[src/rtl/md_iter_unit_if.sv]
// Request/response bus of the iterative multiply/divide unit.
// master = requester/consumer, slave = md_iter_unit.
interface md_iter_unit_if #(
  parameter int WIDTH = 32
);
  logic             in_valid;
  logic             in_ready;
  logic [2:0]       funct3;
  logic [WIDTH-1:0] src_a;
  logic [WIDTH-1:0] src_b;
  logic             out_valid;
  logic             out_ready;
  logic [WIDTH-1:0] result;

  modport master (
    output in_valid, funct3, src_a, src_b, out_ready,
    input  in_ready, out_valid, result
  );

  modport slave (
    input  in_valid, funct3, src_a, src_b, out_ready,
    output in_ready, out_valid, result
  );
endinterface

[src/rtl/md_iter_unit.sv]
// Iterative RV-M multiply/divide unit: one radix-2 step per clock on operand
// magnitudes (shift-add multiply, restoring divide), sign fix-up applied on
// the final step. Divide-by-zero and signed overflow bypass the iteration.
module md_iter_unit #(
  parameter int WIDTH = 32
) (
  input  logic         clk,
  input  logic         rst_n,
  input  logic         flush,
  md_iter_unit_if.slave bus
);
  localparam int CW = $clog2(WIDTH + 1);

  typedef enum logic [1:0] {IDLE, CALC, DONE} state_t;

  state_t           r_state, w_state_nxt;
  logic [2:0]       r_op;
  logic             r_a_neg, r_b_neg;
  logic [WIDTH-1:0] r_hi, r_lo, r_b, r_result;
  logic [CW-1:0]    r_cnt;

  // ---- request decode (only meaningful on the accept edge) ----
  logic             w_accept, w_a_sgn, w_b_sgn, w_a_neg, w_b_neg;
  logic             w_b_zero, w_ovf, w_special;
  logic [WIDTH-1:0] w_a_mag, w_b_mag, w_spec_res;

  assign w_accept = (r_state == IDLE) && bus.in_valid && !flush;
  // signed rs1: MUL MULH MULHSU DIV REM; signed rs2: MUL MULH DIV REM
  assign w_a_sgn  = bus.funct3[2] ? ~bus.funct3[0] : (bus.funct3 != 3'b011);
  assign w_b_sgn  = bus.funct3[2] ? ~bus.funct3[0] : ~bus.funct3[1];
  assign w_a_neg  = w_a_sgn & bus.src_a[WIDTH-1];
  assign w_b_neg  = w_b_sgn & bus.src_b[WIDTH-1];
  assign w_a_mag  = w_a_neg ? -bus.src_a : bus.src_a;
  assign w_b_mag  = w_b_neg ? -bus.src_b : bus.src_b;
  assign w_b_zero = (bus.src_b == '0);
  assign w_ovf    = (bus.funct3 == 3'b100 || bus.funct3 == 3'b110) &&
                    (bus.src_a == {1'b1, {(WIDTH-1){1'b0}}}) && (bus.src_b == '1);
  assign w_special = bus.funct3[2] & (w_b_zero | w_ovf);
  // funct3[1] selects remainder flavour among divide ops
  assign w_spec_res = w_b_zero ? (bus.funct3[1] ? bus.src_a : '1)
                               : (bus.funct3[1] ? '0 : bus.src_a);

  // ---- one iteration step ----
  logic [WIDTH:0]     w_sum, w_shl;
  logic [WIDTH-1:0]   w_diff, w_hi_nxt, w_lo_nxt;
  logic               w_ge, w_last;

  assign w_sum  = {1'b0, r_hi} + (r_lo[0] ? {1'b0, r_b} : '0);
  assign w_shl  = {r_hi, r_lo[WIDTH-1]};
  assign w_ge   = (w_shl >= {1'b0, r_b});
  // only consumed when w_ge, so the true difference is < r_b and fits
  assign w_diff = w_shl[WIDTH-1:0] - r_b;
  assign w_last = (r_cnt == CW'(WIDTH - 1));

  // multiply: {hi,lo} shifts right with carry; divide: partial remainder in hi, quotient bits into lo
  always_comb begin
    w_hi_nxt = r_hi;
    w_lo_nxt = r_lo;
    if (!r_op[2]) begin
      {w_hi_nxt, w_lo_nxt} = {w_sum, r_lo[WIDTH-1:1]};
    end else if (w_ge) begin
      w_hi_nxt = w_diff;
      w_lo_nxt = {r_lo[WIDTH-2:0], 1'b1};
    end else begin
      w_hi_nxt = w_shl[WIDTH-1:0];
      w_lo_nxt = {r_lo[WIDTH-2:0], 1'b0};
    end
  end

  // ---- sign fix-up and result select on the final step ----
  logic [2*WIDTH-1:0] w_prod, w_prod_s;
  logic [WIDTH-1:0]   w_quo, w_rem, w_final;

  assign w_prod   = {w_hi_nxt, w_lo_nxt};
  assign w_prod_s = (r_a_neg ^ r_b_neg) ? -w_prod : w_prod;
  assign w_quo    = (r_a_neg ^ r_b_neg) ? -w_lo_nxt : w_lo_nxt;
  assign w_rem    = r_a_neg ? -w_hi_nxt : w_hi_nxt;

  // pick the result field for the latched op
  always_comb begin
    w_final = w_rem;
    case (r_op)
      3'b000:                 w_final = w_prod_s[WIDTH-1:0];
      3'b001, 3'b010, 3'b011: w_final = w_prod_s[2*WIDTH-1:WIDTH];
      3'b100, 3'b101:         w_final = w_quo;
      default:                w_final = w_rem;
    endcase
  end

  // ---- FSM ----
  // state register
  always_ff @(posedge clk or negedge rst_n) begin
    if (!rst_n) r_state <= IDLE;
    else        r_state <= w_state_nxt;
  end

  // next state; flush overrides acceptance and handoff
  always_comb begin
    w_state_nxt = r_state;
    case (r_state)
      IDLE:    if (bus.in_valid) w_state_nxt = w_special ? DONE : CALC;
      CALC:    if (w_last)       w_state_nxt = DONE;
      DONE:    if (bus.out_ready) w_state_nxt = IDLE;
      default: w_state_nxt = IDLE;
    endcase
    if (flush) w_state_nxt = IDLE;
  end

  // operand latch, iteration and result registers
  always_ff @(posedge clk or negedge rst_n) begin
    if (!rst_n) begin
      r_op     <= '0;
      r_a_neg  <= 1'b0;
      r_b_neg  <= 1'b0;
      r_hi     <= '0;
      r_lo     <= '0;
      r_b      <= '0;
      r_cnt    <= '0;
      r_result <= '0;
    end else if (w_accept) begin
      r_op    <= bus.funct3;
      r_a_neg <= w_a_neg;
      r_b_neg <= w_b_neg;
      r_hi    <= '0;
      r_cnt   <= '0;
      // multiply iterates over multiplier bits in lo; divide shifts dividend out of lo
      r_lo    <= bus.funct3[2] ? w_a_mag : w_b_mag;
      r_b     <= bus.funct3[2] ? w_b_mag : w_a_mag;
      if (w_special) r_result <= w_spec_res;
    end else if (r_state == CALC && !flush) begin
      r_hi  <= w_hi_nxt;
      r_lo  <= w_lo_nxt;
      r_cnt <= r_cnt + CW'(1);
      if (w_last) r_result <= w_final;
    end
  end

  assign bus.in_ready  = (r_state == IDLE);
  assign bus.out_valid = (r_state == DONE);
  assign bus.result    = r_result;
endmodule
[src/flat_wrapper.sv]
// flat-port wrapper written by rule: the top's interface ports become plain ports
module md_iter_unit_flat 
#(
  parameter int WIDTH = 32
)
  (clk, rst_n, flush, bus_in_valid, bus_funct3, bus_src_a, bus_src_b, bus_out_ready, bus_in_ready, bus_out_valid, bus_result);
  md_iter_unit_if #(.WIDTH(WIDTH)) bus_i ();
  input  logic clk;
  input  logic rst_n;
  input  logic flush;
  input wire logic [$bits(bus_i.in_valid)-1:0] bus_in_valid;
  input wire logic [$bits(bus_i.funct3)-1:0] bus_funct3;
  input wire logic [$bits(bus_i.src_a)-1:0] bus_src_a;
  input wire logic [$bits(bus_i.src_b)-1:0] bus_src_b;
  input wire logic [$bits(bus_i.out_ready)-1:0] bus_out_ready;
  output wire logic [$bits(bus_i.in_ready)-1:0] bus_in_ready;
  output wire logic [$bits(bus_i.out_valid)-1:0] bus_out_valid;
  output wire logic [$bits(bus_i.result)-1:0] bus_result;
  assign bus_i.in_valid = bus_in_valid;
  assign bus_i.funct3 = bus_funct3;
  assign bus_i.src_a = bus_src_a;
  assign bus_i.src_b = bus_src_b;
  assign bus_i.out_ready = bus_out_ready;
  assign bus_in_ready = bus_i.in_ready;
  assign bus_out_valid = bus_i.out_valid;
  assign bus_result = bus_i.result;
  md_iter_unit #(.WIDTH(WIDTH)) u_core (.clk(clk), .rst_n(rst_n), .flush(flush), .bus(bus_i));
endmodule
[config.mk]
export PLATFORM = sky130hd
export DESIGN_NAME = md_iter_unit_flat
export DESIGN_NICKNAME = d
export VERILOG_FILES = /design/src/rtl/md_iter_unit_if.sv /design/src/rtl/md_iter_unit.sv /design/src/flat_wrapper.sv
export SDC_FILE = /design/constraint.sdc
export NUM_CORES = 1
export LEC_CHECK = 0
export BUFFER_PORTS_ARGS = -buffer_cell sky130_fd_sc_hd__clkbuf_2
export CORE_MARGIN = 4
export CORE_UTILIZATION = 37
export CTS_CLUSTER_SIZE = 40
export DETAILED_ROUTE_END_ITERATION = 16
export HOLD_SLACK_MARGIN = 0.15
export PLACE_DENSITY = 0.5
export REMOVE_ABC_BUFFERS = 1
export SYNTH_ARGS = -nofsm -noshare
export SYNTH_HDL_FRONTEND = slang
export SYNTH_SLANG_ARGS = --single-unit
[constraint.sdc]
create_clock -name clk -period 9 [get_ports clk]
set_input_delay 2.25 -clock clk [delete_from_list [all_inputs] [get_ports clk]]
set_output_delay 2.25 -clock clk [all_outputs]
set_load 0.02 [all_outputs]
# After elaboration in Yosys (flattened, before gate mapping)
# Index checks and enable logic that the tools add are counted.
# word_totals
output_inout_bits,34
input_bits,72
register_bits,141
elab_cells,92
# op_classes
n_reduce_logical,16
n_eq_ne,17
bitwise,7
muxes,34
n_lt_le_gt_ge,1
add_sub_neg,8
# op_table
operator,n
32-bit two-way mux,21
32-bit negation,4
32-bit one-hot mux with 3 select lines,1
32-bit equality test (second input constant),2
64-bit two-way mux,1
64-bit negation,1
32-bit by 33-bit adder with 33-bit output,1
33-bit by 32-bit >= comparator with 1-bit output,1
32-bit logical NOT,1
32-bit subtractor,1
3-bit equality test (second input constant),4
6-bit two-way mux,2
2-bit two-way mux,5
6-bit by 1-bit adder with 6-bit output (second input constant),1
3-bit by 2-bit equality test with 1-bit output (second input constant),2
6-bit by 5-bit equality test with 1-bit output (second input constant),1
3-bit by 2-bit != test with 1-bit output (second input constant),2
3-bit != test (second input constant),2
2-bit one-hot mux with 3 select lines,1
3-bit AND reduction,2
1-bit logical AND,5
2-bit nonzero test,2
1-bit bitwise AND,3
3-bit by 1-bit equality test with 1-bit output (second input constant),1
other kinds (13),16

# Depth between registers and ports, before layout
# Gate-level depths: netlist of the first run.
# logic_depth
ltp_word,10
depth_mapped,26
ltp_nobuf,20

# Worst setup path before layout of the first run
# OpenSTA, ideal clock, no wires.
# synth_timing
path_type,input to register
from,in bus_src_b[10]
to,"reg u_core.r_result[26], in the netlist u_core.bus.result[26]"
slack_ns,3.454
path_stages,11
setup_ns,0.087
path_buffers,0
required_ns,8.913
arrival_time_ns,5.460
cell_sequence,or4_1 or3_1 or4_1 nor4_2 nand3b_1 nor2_1 o21ai_0 nand3_1 o21ai_0 or4_1 o211ai_1
# synth_via
elab_chain_len,6
elab_cells_between_ends,10
cone_classes,eq/ne (2); mux (3); bitwise (2); reduce/logical (3)
# synth_lines
item,line_no,rtl
start: declaration,flat_wrapper.sv:14,input wire logic [$bits(bus_i.src_b)-1:0] bus_src_b;
32-bit equality test,md_iter_unit.sv:37,"(bus.src_a == {1'b1, {(WIDTH-1){1'b0}}}) && (bus.src_b == '1);"
1-bit logical AND,md_iter_unit.sv:37,
1-bit bitwise OR,md_iter_unit.sv:38,assign w_special = bus.funct3[2] & (w_b_zero | w_ovf);
1-bit bitwise AND,md_iter_unit.sv:38,
2-bit != test (no source line),-,
3-bit AND reduction (no source line),-,
end signal: assignment,md_iter_unit.sv:129,if (w_special) r_result <= w_spec_res;
end signal: assignment,md_iter_unit.sv:134,if (w_last) r_result <= w_final;
end: declaration,md_iter_unit.sv:19,"logic [WIDTH-1:0] r_hi, r_lo, r_b, r_result;"
# Parallel ways exist; a longest one is shown, timed or not. The select of a mux whose other input is x is not followed.
# A chain may end at the register's enable or synchronous reset.

# Final worst setup path of the first run
# layout_timing
from,reg u_core.r_hi[3]
to,"reg u_core.r_result[0], in the netlist u_core.bus.result[0]"
# layout_via
elab_chain_len,9
elab_cells_between_ends,15
cone_classes,add/sub (3); order compare (1); mux (11)
# layout_lines
item,line_no,rtl
start: declaration,md_iter_unit.sv:19,
start signal: assignment,md_iter_unit.sv:131,r_hi <= w_hi_nxt;
33-bit by 32-bit >= comparator with 1-bit output (*),md_iter_unit.sv:50,"assign w_ge = (w_shl >= {1'b0, r_b});"
1-bit two-way mux / 32-bit two-way mux (equally long branches),md_iter_unit.sv:61,end else if (w_ge) begin
32-bit two-way mux,md_iter_unit.sv:59,if (!r_op[2]) begin
64-bit negation (tied with other cells),md_iter_unit.sv:75,assign w_prod_s = (r_a_neg ^ r_b_neg) ? -w_prod : w_prod;
64-bit two-way mux (tied with other cells),md_iter_unit.sv:75,
32-bit one-hot mux with 3 select lines (*),md_iter_unit.sv:82,case (r_op)
32-bit two-way mux (*),md_iter_unit.sv:134,
32-bit two-way mux (*),md_iter_unit.sv:130,end else if (r_state == CALC && !flush) begin
32-bit two-way mux (*),md_iter_unit.sv:120,end else if (w_accept) begin
# Every way passes the cells marked *; elsewhere a longest branch is shown, timed or not. The select of a mux whose other input is x is not followed.

==> results of run 1 <==
==> final timing paths <==
path / depth (start not counted) / slack, ns / end / startpoint
worst max-delay path: 19 / 2.58 / u_core.bus.result[0]$_DFFE_PN0P_ / u_core.r_hi[3]$_DFFE_PN0P_
worst min-delay path: 2 / 0.48 / u_core.bus.result[5]$_DFFE_PN0P_ / u_core.bus.result[5]$_DFFE_PN0P_
worst max register to register: 19 / 2.58 / u_core.bus.result[0]$_DFFE_PN0P_ / u_core.r_hi[3]$_DFFE_PN0P_
worst min register to register: 2 / 0.48 / u_core.bus.result[5]$_DFFE_PN0P_ / u_core.bus.result[5]$_DFFE_PN0P_
max in group asynchronous: 2 / 5.71 / u_core.r_op[2]$_DFFE_PN0P_ / rst_n
min in group asynchronous: 1 / 1.89 / u_core.r_cnt[4]$_DFFE_PN0P_ / rst_n
==> metrics by stage <==
stage          hold slack [ns]  area (µm²)  std cells  setup TNS, ns
2_1_floorplan            0.463       15500       2043        -188.06
3_3_place_gp             0.464       17100       2772              0
3_5_place_dp             0.469       17100       2772              0
4_1_cts                  0.485       17800       2804              0
5_1_grt                  0.507       17800       2804              0
6_report                 0.481       17800       2804              0
==> metal layers <==
metal  track usage [%]  up-vias  share of wire [%]
li1                  -     8146                  -
met1              40.2     8304                 46
met2              44.9      571                 45
met3              3.60      103                5.4
met4              9.71        0                3.2
met5                 0        -                  0
==> worst reg2reg max path: stages, from the launching register on <==
cell      delay, ns
dfrtp_1        0.46
ha_1           0.38
a21o_1         0.23
a31oi_1        0.49
a211oi_2       0.29
o311ai_2       0.39
nand2_2        0.17
a21oi_1        0.30
ha_1           0.25
o211ai_1       0.13
nor3_1         0.32
and3_1         0.29
nor2b_1        0.51
nand2_1        0.18
nor2_1         0.71
nor2_1         0.35
xnor2_1        0.22
a222oi_1       0.34
a211oi_1       0.13
a21o_1         0.17
==> cell usage after synthesis, types with 46 or more instances <==
master    count  area share [%]
o211ai_1     51             2.4
nand2_1     248             5.8
o21ai_0     205             6.4
xnor2_1     107             5.8
inv_1        72             1.7
dfrtp_1     141              22
clkbuf_1    105             2.4
and2_1       46             1.8
a21oi_1     201             6.2
nor2_1      173             4.0
xor2_1       61             3.3
nor3_1       61             1.9
ha_1         70             5.4
==> power groups by stage <==
| stage | registers (µW) | logic [µW] | clock network [µW] |
|---|---|---|---|
| after global placement | 1010 | 4170 | 0 |
| final | 1010 | 4290 | 792 |
| after global routing | 1030 | 4650 | 830 |
| after detailed placement | 1010 | 4170 | 0 |
| after floorplan | 954 | 2930 | 0 |
| after CTS | 1000 | 4200 | 806 |
==> state kept, by name, summed over array words and instances, names as in the netlist <==
name,flops
u_core.bus.result,32
u_core.r_b,32
u_core.r_b_neg,1
u_core.r_hi,32
u_core.r_a_neg,1
u_core.r_state,2
u_core.r_lo,32
u_core.r_op,3
u_core.r_cnt,6
==> cells by family (layout without fill, tap and decap cells) <==
family          Yosys count  count (layout)  synth area share, %
mux                      51              51                 3.30
simple gates            752             752                 22.8
buf+inv                 224             249                 5.45
flops                   141             141                 21.9
compound gates          785             785                 31.7
fa+ha+maj                73              73                 5.74
xor+xnor                168             168                 9.12
==> final cells by class <==
cell class / instances / area [µm²]
timing repair buffer: 144 / 827
clock buffer: 17 / 425
tap: 585 / 732
clock inverter: 15 / 214
fill: 4552 / 25300
inverter: 73 / 274
sequential: 141 / 3530
multi-input combinational: 1829 / 11800
==> flow_summary.json, run 1 <==
{
  "status": "finished clean",
  "cts_resized": 0,
  "synth_area_per_cell_um2": 7.35,
  "crit_slowest_cell": "nor2_1",
  "tightest_slew_ns": 1.04,
  "nets": 2350,
  "first_pass_iters": 8,
  "drtAntennaViolNets": 0,
  "grt_pass1_vias": 16600,
  "syn_inst": 2194,
  "clkSinkCount": 141,
  "cts_tree": "built",
  "max_clock_freq_mhz": 156,
  "leakagePower_uw": 0.00718,
  "synth_cell_types": 97,
  "clock_latency_ns": 0.47,
  "dp_slack_ns": 2.61,
  "vias": 17100,
  "power_frac_clock_pct": 13.0,
  "dieArea_um2": 47000,
  "core_um2": 43100,
  "cts_buffer_depth": 2,
  "clkTransAtPathRegs_ns": 0.07,
  "swShare_pct": 54.7,
  "rows": 76,
  "critPathCaptureType": "register",
  "cp_slowest_stage_delay_ns": 0.71,
  "crit_buf_inv": 0,
  "worstPathRequired_ns": 9.37,
  "setup_slack_ns": 2.58,
  "io_pins": 106,
  "synth-edff-count": 0,
  "finalCritPeriodShare_pct": 71.4,
  "yosysWarnings": 0,
  "drtIter0Drc": 1801,
  "postCtsHoldBufs": 0,
  "slew_viol_final": 0,
  "setup_violations": 0,
  "hp-class": "register to register",
  "critical_path_class": "register to register",
  "hpwl_um": 51700,
  "finalCriticalPeriod_ns": 6.42,
  "cp_top_family": "simple AND/OR/NAND/NOR gates",
  "yosysSeqAreaShare_pct": 21.9,
  "start_util_pct": 37.4,
  "ys.flop_type": "dfrtp_1",
  "die_y_um": 217,
  "layout_commonest_cell": "nand2_1",
  "crit_fanout": 8,
  "mostFrequentLayoutCells": "247 x nand2_1, 204 x o21ai_0, 201 x a21oi_1",
  "cp.arrival_ns": 6.79,
  "ir_drop_v": 0.000158,
  "hold_violations": 0,
  "p_per_area_nw_per_um2": 343,
  "combPwrFrac_pct": 70.4,
  "synth_area_um2": 16100,
  "root_buffer": "clkbuf_16",
  "overflow": 0,
  "antenna_cells": 0,
  "port_buffers": 105,
  "post-cts-setup-buffer-count": 0,
  "drive_above_1_share_pct": 10.1,
  "cts_buffers": 17,
  "timing.max_slew.rel_slack_pct": 30.3,
  "start_kind": "register",
  "crit_chain": "ha_1 > a21o_1 > a31oi_1 > a211oi_2 > o311ai_2 > nand2_2 > a21oi_1 > ha_1 > o211ai_1 > nor3_1 > and3_1 > nor2b_1 > nand2_1 > nor2_1 > nor2_1 > xnor2_1 > a222oi_1 > a211oi_1 > a21o_1",
  "maxCapViolations": 0,
  "skew_ns": 0.0122,
  "async_flop_share_pct": 100,
  "p_sw_uw": 3330,
  "antenna_found_initial": 1,
  "grt_pass1_wl_um": 103000,
  "viasPerCell": 6.11,
  "ys_seq_elements": 141,
  "grt_max_degree": 92,
  "post_drt_wl_per_cell_um": 24.2,
  "area_growth_pct": 10.2,
  "p_int_uw": 2760,
  "routabilityCongestion": 0.934,
  "fp.dieW_um": 217,
  "grt_usage_pct": 28.4,
  "cts_max_level": 4,
  "seqPwrFrac_pct": 16.6,
  "total_power_uw": 6090,
  "rsz0062_at_grt": "no",
  "route.detailed.drc": 0,
  "wl_um": 68000,
  "postLayoutCoreUtil_pct": 41.3
}
(Power assumes the default switching activity.)
==> run 2, diff against run 1 <==
- PLACE_DENSITY: 0.5 -> 0.52
- clock period: 9 -> 5.4 ns (I/O delays scaled with it)
==> run 2 against run 1 <==
Count of clock-buffer cells in the layout did not move. Critical path type unchanged. Sequential share of layout area is 0.89 points lower. First-iteration DRC count increased by 9.9%. Via count is 3.3% higher. Non-clock buffer count up 105. Die area did not move. Fmax increased by 26%. Sequential power is 62% higher. Clock skew is 0.00066 ns higher. Clock power up 63%.
==> flow_summary.json, run 2 (synthesis gave the netlist of run 1 again) <==
{
  "dp_slack_ns": 0.101,
  "start_util_pct": 37.4,
  "drive_above_1_share_pct": 14.4,
  "grt_usage_pct": 28.6,
  "min_delay_path_depth": 2,
  "status": "finished clean",
  "hold_violations": 0,
  "hp-class": "register to register",
  "port_buffers": 105,
  "critical_path_class": "register to register",
  "drtAntennaViolNets": 0,
  "rr_endpoint": "u_core.bus.result[19]$_DFFE_PN0P_",
  "die_y_um": 217,
  "cts_max_level": 4,
  "critPathCaptureType": "register",
  "register_area_um2": 3530,
  "crit_slowest_cell": "or4b_1",
  "finalCritPeriodShare_pct": 94.1,
  "antenna_cells": 0,
  "timing.max_slew.rel_slack_pct": 31.0,
  "p_per_area_nw_per_um2": 579,
  "cts_buffer_depth": 2,
  "crit_fanout": 8,
  "fill_cells": 4456,
  "layout_commonest_cell": "nand2_1",
  "cts_buffers": 17,
  "rsz0062_at_grt": "no",
  "max_clock_freq_mhz": 197,
  "clock_latency_ns": 0.46,
  "nets": 2455,
  "start_kind": "register",
  "core_um2": 43100,
  "wl_um": 68900,
  "grt_pass1_vias": 17000,
  "finish.instance_area_um2": 18600,
  "placed_cell_area_um2": 17900,
  "grt_max_degree": 96,
  "r2r-start": "u_core.r_hi[3]$_DFFE_PN0P_",
  "total_power_uw": 10800,
  "setup_slack_ns": 0.320,
  "cp_top_family": "compound AO/OA/AOI/OAI gates",
  "crit_buf_inv": 4,
  "clkSinkCount": 141,
  "rrSetupSlack_ns": 0.32,
  "hpwl_um": 53400,
  "worstPathRequired_ns": 5.71,
  "holdWs_ns": 0.485,
  "rr_worst_depth": 17,
  "area_growth_pct": 15.4,
  "tightest_slew_ns": 1.03,
  "min_from": "u_core.bus.result[2]$_DFFE_PN0P_",
  "dieArea_um2": 47000,
  "skew_ns": 0.0128,
  "finalCriticalPeriod_ns": 5.08,
  "clkTransAtPathRegs_ns": 0.07,
  "hold_path_end": "u_core.bus.result[2]$_DFFE_PN0P_",
  "rows": 76,
  "first_pass_iters": 6,
  "overflow": 0,
  "cts_tree": "built",
  "drtIter0Drc": 1980,
  "route.detailed.drc": 0,
  "leakagePower_uw": 0.00769,
  "crit_chain": "ha_1 > a21o_1 > a31oi_1 > buf_4 > a211oi_2 > buf_4 > o311a_1 > buf_4 > o31a_1 > or4b_1 > a211oi_1 > nand4b_1 > o21ai_0 > xnor2_1 > a221oi_1 > buf_4 > a311oi_1",
  "root_buffer": "clkbuf_16",
  "post_drt_wl_per_cell_um": 23.7,
  "io_pins": 106,
  "maxCapViolations": 0,
  "mostFrequentLayoutCells": "247 x nand2_1, 204 x o21ai_0, 201 x a21oi_1",
  "cp.depth": 17,
  "viasPerCell": 6.08,
  "antenna_found_initial": 4,
  "vias": 17700,
  "fp.dieW_um": 217,
  "setup_violations": 0,
  "cp.arrival_ns": 5.39,
  "routabilityCongestion": 0.985,
  "grt_pass1_wl_um": 104000,
  "multi_input_area_um2": 11800,
  "ir_drop_v": 0.000274,
  "slew_viol_final": 0,
  "path_common_cell": "buf_4",
  "cp_slowest_stage_delay_ns": 0.69
}
run 2: cell types whose count changed in the layout (fill, tap and decap cells not counted), sizes merged:
| cell | previous run | this run |
|---|---|---|
| buf | 41 | 146 |
| bufinv | 4 | 3 |
| clkinv | 5 | 6 |
run 2: per-layer routing:
layer / vias up / part of all wire (%) / track usage, %
met5: - / 0.049 / 0
met4: 4 / 3.5 / 10.8
met3: 112 / 6.9 / 5.45
met2: 621 / 46 / 46.0
met1: 8588 / 44 / 38.3
li1: 8359 / - / -
run 2: how the worst max path moves through the flow:
stage,startpoint,end
2_1_floorplan,flush,u_core.r_lo[9]$_DFFE_PN0P_
3_3_place_gp,u_core.r_lo[0]$_DFFE_PN0P_,u_core.bus.result[19]$_DFFE_PN0P_
3_5_place_dp,bus_src_b[8],u_core.bus.result[31]$_DFFE_PN0P_
4_1_cts,u_core.r_lo[0]$_DFFE_PN0P_,u_core.bus.result[27]$_DFFE_PN0P_
5_1_grt,u_core.r_lo[0]$_DFFE_PN0P_,u_core.bus.result[27]$_DFFE_PN0P_
6_report,u_core.r_hi[3]$_DFFE_PN0P_,u_core.bus.result[19]$_DFFE_PN0P_
run 2: worst register-to-register path: stages, from the launching register on:
cell and delay, ns:
dfrtp_1 0.44, ha_1 0.37, a21o_1 0.22, a31oi_1 0.15, buf_4 0.17, a211oi_2 0.08
buf_4 0.17, o311a_1 0.45, buf_4 0.22, o31a_1 0.38, or4b_1 0.69, a211oi_1 0.28
nand4b_1 0.19, o21ai_0 0.29, xnor2_1 0.11, a221oi_1 0.48, buf_4 0.20, a311oi_1 0.04
run 2: timing repair:
item	CTS	global route
hold buffers	0	0
resized for setup	0	6
buffers inserted	0	3
endpoints found under the setup margin	0	13
run 2: cell type report:
class / instances / area share [%]
multi-input combinational: 1829 / 63.4
sequential: 141 / 19.0
timing repair buffer: 249 / 8.95
tap: 585 / 3.93
clock buffer: 17 / 2.29
inverter: 73 / 1.47
clock inverter: 15 / 1.01
run 2: report_power, final:
part	internal [µW]	leakage (µW)	switching [µW]
Combinational	3020	0.00556	4830
Clock	733	0.000288	555
Sequential	1310	0.00184	332
Total	5060	0.00769	5710
run 2: stage by stage:
step	instances	util (%)	TNS, ns
global placement	2874	41.7	0
CTS	2906	43.1	0
floorplan	2043	-	-503.61
detailed placement	2874	41.7	0
finish	2909	43.2	0
global route	2909	43.2	0
==> run 3, diff against run 2 <==
- ABC_AREA: unset -> 1
==> run 3 against run 2 <==
Sequential share of layout area down 1.3 points. Synthesized cell count rose by 42%. Sequential power is 14% higher. Global-route usage grew 5.3 points. Critical path type unchanged. Critical endpoint is now u_core.bus.result[12]$_DFFE_PN0P_. Largest cell class unchanged. Largest power group unchanged. Highest routed layer is now met4.
==> flow_summary.json, run 3 <==
{
  "hpwl_um": 73200,
  "drtAntennaViolNets": 0,
  "setup_violations": 0,
  "area_growth_pct": 10.8,
  "yosysMostFrequentCell": "nand2_1",
  "finish.instance_area_um2": 19900,
  "grt_pass1_wl_um": 133000,
  "grt_max_degree": 69,
  "status": "finished clean",
  "p_per_area_nw_per_um2": 687,
  "final_cells": 3815,
  "p_int_uw": 5360,
  "async_flop_share_pct": 100,
  "clkSinkCount": 141,
  "overflow": 0,
  "clock_latency_ns": 0.51,
  "layout_commonest_cell": "nand2_1",
  "p_sw_uw": 8340,
  "synth_area_leaders": "dfrtp_1 20%, nand2_1 19%, inv_1 9.5%",
  "rr_endpoint": "u_core.bus.result[12]$_DFFE_PN0P_",
  "synth_cell_types": 61,
  "leakagePower_uw": 0.0103,
  "io_pins": 106,
  "post_drt_wl_per_cell_um": 23.8,
  "ir_drop_v": 0.000311,
  "cts_buffer_depth": 2,
  "cp_top_family": "simple AND/OR/NAND/NOR gates",
  "grt_usage_pct": 33.9,
  "finalCritPeriodShare_pct": 88.5,
  "critical_path_class": "register to register",
  "hp-class": "register to register",
  "port_buffers": 105,
  "root_buffer": "clkbuf_16",
  "power_frac_clock_pct": 9.8,
  "hold_path_end": "u_core.bus.result[5]$_DFFE_PN0P_",
  "seqPwrFrac_pct": 13.6,
  "core_um2": 47900,
  "ys_seq_elements": 141,
  "rows": 80,
  "yosysWarnings": 0,
  "routabilityCongestion": 0.998,
  "ys.flop_type": "dfrtp_1",
  "slew_viol_final": 0,
  "syn_inst": 3109,
  "postCtsHoldBufs": 0,
  "cts_tree": "built",
  "synth_area_um2": 18000,
  "dieArea_um2": 52200,
  "synth_area_per_cell_um2": 5.79,
  "first_pass_iters": 5,
  "yosysTopAreaCell": "dfrtp_1",
  "hold_violations": 0,
  "combPwrFrac_pct": 76.6,
  "start_util_pct": 37.5,
  "cts_resized": 0,
  "start_kind": "register",
  "mostFrequentLayoutCells": "909 x nand2_1, 455 x inv_1, 307 x nor2_1",
  "cts_max_level": 4,
  "placed_cell_area_um2": 19300,
  "min_delay_path_depth": 2,
  "finalCriticalPeriod_ns": 4.78,
  "max_clock_freq_mhz": 209,
  "nets": 3330,
  "viasPerCell": 5.59,
  "grt_pass1_vias": 20400,
  "synth_common_cells": "909 x nand2_1, 456 x inv_1, 312 x nor2_1",
  "vias": 21300,
  "cp.arrival_ns": 5.14,
  "wl_um": 90900,
  "r2r-start": "u_core.r_hi[2]$_DFFE_PN0P_",
  "maxCapViolations": 0,
  "clkTransAtPathRegs_ns": 0.07,
  "rsz0062_at_grt": "no",
  "die_y_um": 229,
  "holdWs_ns": 0.480,
  "synth_top_area_share_pct": 19.6,
  "worstPathRequired_ns": 5.77,
  "cp_slowest_stage_delay_ns": 0.47,
  "cts_buffers": 17,
  "timing.max_slew.rel_slack_pct": 35.1,
  "rr_worst_depth": 30,
  "critPathCaptureType": "register",
  "route.detailed.drc": 0,
  "synth-edff-count": 0,
  "swShare_pct": 60.9,
  "drtIter0Drc": 2137,
  "crit_buf_inv": 3,
  "yosysSeqAreaShare_pct": 19.6,
  "crit_fanout": 8,
  "min_from": "u_core.bus.result[5]$_DFFE_PN0P_",
  "crit_slowest_cell": "ha_1",
  "path_common_cell": "nand2_1",
  "post-cts-setup-buffer-count": 0,
  "antenna_found_initial": 3,
  "fp.dieW_um": 229,
  "drive_above_1_share_pct": 10.8,
  "dp_cells": 3782,
  "skew_ns": 0.0227,
  "tightest_slew_ns": 0.963,
  "rrSetupSlack_ns": 0.62
}
-- run 3: cell count changes after synthesis, moves of 43 or more --
cell,delta
a21oi_1,-48
inv_1,+384
mux2i_1,-43
nand2_1,+661
nand3_1,+211
nor2_1,+139
xnor2_1,-81
-- run 3: logic make-up (layout without fill, tap and decap cells) --
| kind of cell | after synthesis | after routing | share of synthesized area (%) |
|---|---|---|---|
| XOR/XNOR | 93 | 93 | 4.52 |
| AO/OA/AOI/OAI | 521 | 521 | 17.0 |
| buffers and inverters | 582 | 672 | 12.7 |
| adder cells (fa/ha/maj) | 72 | 72 | 5.09 |
| other | 0 | 1 | 0 |
| AND/OR/NAND/NOR | 1700 | 1700 | 41.1 |
| flip-flops | 141 | 141 | 19.6 |
-- run 3: layer usage --
layer | track usage, % | routed length (µm) | vias up
met5 | 0 | 0 | -
met1 | 45.5 | 39300 | 10100
met2 | 55.0 | 41300 | 900
met4 | 12.9 | 3680 | 0
met3 | 5.25 | 6650 | 139
li1 | - | - | 10200
-- run 3: per-stage QoR --
stage	setup slack (ns)	setup TNS [ns]	total power, µW	util, %
2_1_floorplan	-1.28	-81.39	8510	-
3_3_place_gp	0.557	0	12100	40.3
3_5_place_dp	0.565	0	12100	40.3
4_1_cts	0.626	0	13500	41.6
5_1_grt	0.222	0	14800	41.6
6_report	0.622	0	13700	41.6
-- run 3: worst max path at each step --
stage / endpoint / cells after the start / slack [ns] / start
after floorplan: u_core.bus.result[14]$_DFFE_PN0P_ / 8 / -1.28 / flush
after global placement: u_core.r_b[28]$_DFFE_PN0P_ / 16 / 0.56 / bus_src_a[0]
after detailed placement: u_core.r_b[28]$_DFFE_PN0P_ / 16 / 0.56 / bus_src_a[0]
after CTS: u_core.bus.result[23]$_DFFE_PN0P_ / 24 / 0.63 / u_core.r_lo[0]$_DFFE_PN0P_
after global routing: u_core.bus.result[12]$_DFFE_PN0P_ / 31 / 0.22 / u_core.r_b[3]$_DFFE_PN0P_
final: u_core.bus.result[12]$_DFFE_PN0P_ / 30 / 0.62 / u_core.r_hi[2]$_DFFE_PN0P_
-- run 3: power groups by stage --
| stage | clock [µW] | sequential (µW) | combinational, µW |
|---|---|---|---|
| after floorplan | 0 | 1920 | 6590 |
| after global placement | 0 | 1860 | 10300 |
| after detailed placement | 0 | 1860 | 10200 |
| after CTS | 1360 | 1850 | 10300 |
| after global routing | 1390 | 1900 | 11500 |
| final | 1340 | 1870 | 10500 |
-- run 3: worst register-to-register path: cells and delay by family (launching register included) --
kind,cells,cell delay (ns)
AND/OR/NAND/NOR,22,2.57
adder cells (fa/ha/maj),2,0.72
AO/OA/AOI/OAI,3,0.54
flip-flops,1,0.43
buffers and inverters,3,0.35
-- run 3: cell type report --
cell class / count / area, µm²
multi-input combinational: 2386 / 12200
tap: 615 / 769
clock inverter: 13 / 189
timing repair buffer: 169 / 1020
inverter: 471 / 1770
clock buffer: 19 / 433
fill: 5309 / 28000
sequential: 141 / 3530
antenna: 1 / 2.50
